===== src/rtl/comp_seq.sv =====
// Sequential 16-bit unsigned magnitude comparator: one shared 4-bit slice, MSB-first, with valid/ready handshakes.
// Optional macro COMP_EARLY_EXIT_EN stops at the first differing slice; otherwise all four slices are always examined.
module comp_seq (
  input  logic        clk,
  input  logic        rst_n,
  input  logic        in_valid,
  output logic        in_ready,
  input  logic [15:0] a,
  input  logic [15:0] b,
  output logic        out_valid,
  input  logic        out_ready,
  output logic        gt,
  output logic        eq,
  output logic        lt,
  output logic [2:0]  slices
);

  typedef enum logic [1:0] {IDLE, RUN, HOLD} state_t;

  state_t      state, state_next;
  logic [15:0] a_reg, b_reg;
  logic [1:0]  idx;
  logic [2:0]  cnt;
  logic        decided;
  logic        a_greater;
  logic [3:0]  nib_a, nib_b;
  logic        nib_diff;
  logic        last_slice;

  function automatic logic [3:0] nibble(input logic [15:0] v, input logic [1:0] i);
    return v[{i, 2'b00} +: 4];
  endfunction

  always_comb begin
    nib_a    = nibble(a_reg, idx);
    nib_b    = nibble(b_reg, idx);
    nib_diff = (nib_a != nib_b);
`ifdef COMP_EARLY_EXIT_EN
    last_slice = nib_diff || (idx == 2'd0);
`else
    last_slice = (idx == 2'd0);
`endif
  end

  always_ff @(posedge clk or negedge rst_n) begin
    if (!rst_n) state <= IDLE;
    else        state <= state_next;
  end

  // Result outputs are gated by HOLD so they read zero whenever out_valid is low.
  always_comb begin
    state_next = state;
    in_ready   = 1'b0;
    out_valid  = 1'b0;
    gt         = 1'b0;
    eq         = 1'b0;
    lt         = 1'b0;
    slices     = 3'd0;
    case (state)
      IDLE: begin
        in_ready = 1'b1;
        if (in_valid) state_next = RUN;
      end
      RUN: begin
        if (last_slice) state_next = HOLD;
      end
      HOLD: begin
        out_valid = 1'b1;
        gt        = decided && a_greater;
        lt        = decided && !a_greater;
        eq        = !decided;
        slices    = cnt;
        if (out_ready) state_next = IDLE;
      end
      default: state_next = IDLE;
    endcase
  end

  // Only the most significant differing slice decides; later slices never overwrite it.
  always_ff @(posedge clk or negedge rst_n) begin
    if (!rst_n) begin
      a_reg     <= 16'd0;
      b_reg     <= 16'd0;
      idx       <= 2'd0;
      cnt       <= 3'd0;
      decided   <= 1'b0;
      a_greater <= 1'b0;
    end else if (state == IDLE && in_valid) begin
      a_reg     <= a;
      b_reg     <= b;
      idx       <= 2'd3;
      cnt       <= 3'd0;
      decided   <= 1'b0;
      a_greater <= 1'b0;
    end else if (state == RUN) begin
      cnt <= cnt + 3'd1;
      idx <= idx - 2'd1;
      if (!decided && nib_diff) begin
        decided   <= 1'b1;
        a_greater <= (nib_a > nib_b);
      end
    end
  end

endmodule


===== config.mk =====
export PLATFORM = sky130hd
export DESIGN_NAME = comp_seq
export DESIGN_NICKNAME = d
export VERILOG_FILES = /design/src/rtl/comp_seq.sv
export SDC_FILE = /design/constraint.sdc
export NUM_CORES = 1
export LEC_CHECK = 0
export CAP_MARGIN = 20
export CORE_MARGIN = 4
export CORE_UTILIZATION = 46
export CTS_CLUSTER_DIAMETER = 200
export DETAILED_ROUTE_END_ITERATION = 16
export MAX_ROUTING_LAYER = met4
export PLACE_DENSITY = 0.87
export SYNTH_ARGS = -nofsm -noshare
export SYNTH_HDL_FRONTEND = slang
export SYNTH_SLANG_ARGS = --single-unit
export TNS_END_PERCENT = 30

===== constraint.sdc =====
create_clock -name clk -period 2 [get_ports clk]
set_input_delay 0.4 -clock clk [delete_from_list [all_inputs] [get_ports clk]]
set_output_delay 0.4 -clock clk [all_outputs]
set_load 0.01 [all_outputs]

## Word level (Yosys, flattened, before mapping)

Index checks and enable logic that the tools add are counted.
W data, S select, Z words.

- Register bits after elaboration: 41
- Logic and storage cells: 50

- Add/sub/neg operators: 2
- Order comparisons: 1
- Equal/unequal tests: 6
- Shift operators: 2
- Muxes and demuxes: 20
- Reduce and logical (&&, ||, !) cells: 12

Operators with widths:

| kind | number |
|---|---|
| $shiftx A16 B5 Y4 | 2 |
| $mux W1 | 11 |
| $mux W2 | 5 |
| $mux W3 | 3 |
| $ne A2 B2 Y1 const B | 3 |
| $pmux W2 S3 | 1 |
| $gt A4 B4 Y1 | 1 |
| $logic_and A1 B1 Y1 | 4 |
| $logic_not A2 Y1 | 2 |
| $ne A4 B4 Y1 | 1 |
| $reduce_bool A2 Y1 | 2 |
| $add A3 B1 Y3 const B | 1 |
| $reduce_and A3 Y1 | 1 |
| $eq A2 B1 Y1 const B | 1 |
| $eq A2 B2 Y1 const B | 1 |
| $logic_not A1 Y1 | 2 |
| $reduce_and A2 Y1 | 1 |
| $sub A2 B1 Y2 const B | 1 |

## Longest topological paths before layout

- Word-level depth: 6
- Mapped depth: 7

## Least setup slack after synthesis

OpenSTA, ideal clock, no wires.

- Path kind: flip-flop to flip-flop
- From: register idx[0]
- To: register a_greater
- Library setup time: 0.096 ns
- Arrival: 2.046 ns
- Setup slack: -0.141 ns
- Cell stages (with the launch flop): 7
- Path through: dfrtp_1 buf_2 mux4_2 ha_1 and4_1 o21ba_1 a311oi_2

- Longest elaborated chain between the ends: 5
- Elaborated cells between the ends (all ways): 10
- Classes of those cells: order compare (1); eq/ne (1); shift (2); mux (3); reduce/logical (3)

RTL lines:

| what | line | source |
|---|---|---|
| from (decl) | 22 | `logic [1:0] idx;` |
| from (signal assigned) | 97 | `idx <= idx - 2'd1;` |
| $shiftx A16 B5 Y4 | 31 | `return v[{i, 2'b00} +: 4];` |
| $gt A4 B4 Y1 / $ne A4 B4 Y1 (equally long branches) | 100, 37 |  |
| $mux W1 / $logic_and A1 B1 Y1 (equally long branches) | 98 | `if (!decided && nib_diff) begin` |
| $mux W1 / $reduce_bool A2 Y1 (equally long branches) | n/a |  |
| $mux W1 / $reduce_and A2 Y1 (equally long branches) | n/a |  |
| to (signal assigned) | 100 | `a_greater <= (nib_a > nib_b);` |
| to (decl) | 25 | `logic a_greater;` |

Parallel ways exist; a longest one is shown, timed or not. The select of a mux whose other input is x is not followed.
A chain may end at the register's enable or synchronous reset.

## Worst setup path after layout

Same ends and word-level chain as after synthesis.

==> impl_metrics.csv <==
group,metric,value,unit
global_routing,antenna_found_initial,0,
floorplanning,core.rowCount,24,
global_routing,grt_use_total,15.73,%
synthesis,synth_cell_types,33,
global_routing,via_count_of_the_first_global_routing_pass,1308,
synthesis,syn-cell-area,2069,µm²
clocking,post_cts.repair.setup_buffers,0,
clocking,clockBufferDepth,2,
critical_path,setup.worst_path.class,"flip-flop to flip-flop",
critical_path,r2r.worst_path.cells,7,
detailed_routing,detail_route.drc_violations,0,
clocking,cts_inserted_buffers,5,
finish,antennaDiodeCount,0,
timing,slew_headroom,40.43,%
critical_path,critPathRequiredTime,2200,ps
synthesis,yosys_register_bits,41,
timing,clock_skew,9.685,ps
critical_path,worst-r2r-setup-slack,-7,ps
synthesis,yosysSeqAreaShare,49.58,%
global_routing,grt_start_max_net_pins,42,
critical_path,r2r_path_start,"idx[0]",
synthesis,synthesis.instances,136,
placed_design,placed_area,2601,µm²
pwr,total_switching_power,1.461,mW
floorplanning,core,4354,µm²
timing,whs,230.6,ps
floorplanning,initial_core_util,47.53,%
detailed_routing,ant_nets,0,
timing,maxSlewViolCount,0,
finish,design.final.nets,228,
clocking,cts_tree,"built",
clocking,root_buffer,"sky130_fd_sc_hd__clkbuf_8",
detailed_routing,num_vias,1234,
global_routing,globalRoute.totalOverflow,0,
placed_design,gpl.final_weighted_congestion,0.7506,
clocking,clock-sinks,41,
finish,layout-drive-gt1-share,36.90,%
synthesis,synth-warning-count,0,
synthesis,synth_enable_flop_cells,0,
timing,layout_min_cycle_time,2007,ps
floorplanning,floorplan.io_pins,44,
floorplanning,dieWidth,75.08,µm
synthesis,asyncSetResetFlopFracSynth,100.0,%
critical_path,crit_path_start_kind,"flip-flop",
outcome,failed_checks,"setup timing",
detailed_routing,avgViaCountPerCell,5.163,
timing,layout_setup_ws,-6.813,ps
finish,post_route_cell_area,2734,µm²
detailed_routing,routed_wirelength,3848,µm
timing,max_clock_freq,498.3,MHz
pwr,p_clk_share,11.3,%
synthesis,ys.flop_type,"sky130_fd_sc_hd__dfrtp_1",
timing,finalHoldViolations,0,
timing,timing_worst_slew_pin_value,893.6,ps
placed_design,dpl.hpwl,2994,µm
pwr,vdd_ir_drop_max,0.0007484,V
synthesis,syn_area_per_cell,15.22,µm²
finish,layout-area-overhead-vs-synth,32.10,%
finish,layout_commonest_cell,"sky130_fd_sc_hd__dfrtp_1",
clocking,worst_setup_hold_path_clk_slew,80,ps
pwr,combinationalPowerShare,54.2,%
synthesis,synth_nets,178,
critical_path,cp.arrival,2200,ps
timing,min_period_over_period,100.3,%
clocking,htree_levels,2,
finish,final_cell_mix,"sky130_fd_sc_hd__dfrtp_1, sky130_fd_sc_hd__clkdlybuf4s50_1, sky130_fd_sc_hd__mux2_4, sky130_fd_sc_hd__mux4_2",
finish,final_core_utilization,62.79,%
pwr,pwr-share-seq,34.5,%
critical_path,critPathMaxFanout,6,
critical_path,timing.critical_path.to_type,"flip-flop",
placed_design,io_buffer_count,43,
timing,rsz_0062_raised_after_global_routing,"true",
pwr,internal_power,3.038,mW
floorplanning,design.die.area,5636,µm²
clocking,hold_buffers_post_cts,0,
job,drv_cap,0,
outcome,status,"finished, violations left",
global_routing,grt_first_pass_wirelength,6361,µm
detailed_routing,drt_iter0_drc,86,
floorplanning,die_h,75.08,µm
detailed_routing,drt_pass_1_iters,4,
critical_path,critical_path.reg2reg.endpoint,"a_greater",
pwr,netSwitchingFraction,32.47,%
pwr,power,4.500,mW
detailed_routing,routed_wire_length_per_instance,16.10,µm
timing,setup-violations-final,1,
pwr,power_density,1646,nW/µm²
worst_hold_path,hold_class,"primary input to asynchronous set/reset pin",
pwr,power_leakage,1.254,nW
clocking,worstSkewPairLatency,290,ps
## per-layer routing
| metal | routed length [µm] | part of all wire (%) | vias to the layer above | track usage (%) |
|---|---|---|---|---|
| met4 | 40 | 1.0 | 0 | 3.557 |
| met2 | 1949 | 51 | 35 | 26.02 |
| li1 | - | - | 584 | - |
| met3 | 199 | 5.2 | 5 | 4.005 |
| met1 | 1659 | 43 | 610 | 19.46 |
| met5 | 0 | 0 | - | - |
## critical path, cell delays in order (launching register included)
cell                       delay [ps]
sky130_fd_sc_hd__dfrtp_1          390
sky130_fd_sc_hd__buf_6            150
sky130_fd_sc_hd__mux4_2           510
sky130_fd_sc_hd__inv_2             90
sky130_fd_sc_hd__ha_4             200
sky130_fd_sc_hd__and4_4           200
sky130_fd_sc_hd__o21ba_4          190
sky130_fd_sc_hd__a311oi_2         180
## cell usage after synthesis, types with 2 or more instances
library cell               instances  area share, %
sky130_fd_sc_hd__a21oi_1           2           0.48
sky130_fd_sc_hd__nand2b_1          2           0.60
sky130_fd_sc_hd__mux4_2            8            8.7
sky130_fd_sc_hd__and2_1            3           0.91
sky130_fd_sc_hd__mux2_4           29             21
sky130_fd_sc_hd__dfrtp_1          41             50
sky130_fd_sc_hd__buf_6             4            2.2
sky130_fd_sc_hd__ha_1              6            3.6
sky130_fd_sc_hd__nand2_1           4           0.73
sky130_fd_sc_hd__nor2_1            4           0.73
sky130_fd_sc_hd__a22o_1            2           0.85
sky130_fd_sc_hd__mux2_2            3            1.6
sky130_fd_sc_hd__inv_1             7            1.3
sky130_fd_sc_hd__o21ai_0           2           0.48
## cells by family after synthesis
group | after synthesis | synth area share (%)
compound gates | 13 | 4.837
fa+ha+maj | 6 | 3.627
buf+inv | 14 | 4.232
flops | 41 | 49.58
mux | 41 | 31.86
simple gates | 21 | 5.865
## worst max path at each step
stage	depth (start not counted)	startpoint	end	slack (ps)
after floorplan	7	idx[0]	a_greater	1
after global placement	6	idx[0]	a_greater	20
after detailed placement	6	idx[0]	a_greater	-50
after CTS	6	idx[0]	a_greater	-80
after global routing	7	idx[0]	a_greater	-70
final	7	idx[0]	a_greater	-7
## stage by stage
step | instances | setup WS (ps) | setup TNS (ps)
after floorplan | 136 | 1.305 | 0
after global placement | 231 | 19.23 | 0
after detailed placement | 231 | -52.68 | -52.68
after CTS | 239 | -84.71 | -84.71
after global routing | 239 | -74.90 | -74.90
final | 239 | -6.813 | -6.813
## layout make-up
type / instances / area [µm²]
repair buffers: 50 / 511.7
flip-flops and latches: 41 / 1026
clock buffers: 8 / 80.08
fillers: 283 / 1620
well taps: 52 / 65.06
multi-input cells: 81 / 1025
inverters: 7 / 26.28
## repair_timing
item	in CTS	in global routing
gates resized for setup	6	14
setup endpoints to repair	7	5
pin swaps	0	6
## power groups by stage
stage / clock network (mW) / registers, mW / logic (mW)
finish: 0.509 / 1.55 / 2.44
detailed placement: 0 / 1.57 / 2.24
CTS: 0.526 / 1.56 / 2.24
global route: 0.554 / 1.62 / 2.65
global placement: 0 / 1.54 / 2.11
floorplan: 0 / 1.43 / 1.76
Power figures use the tool's default switching activity.
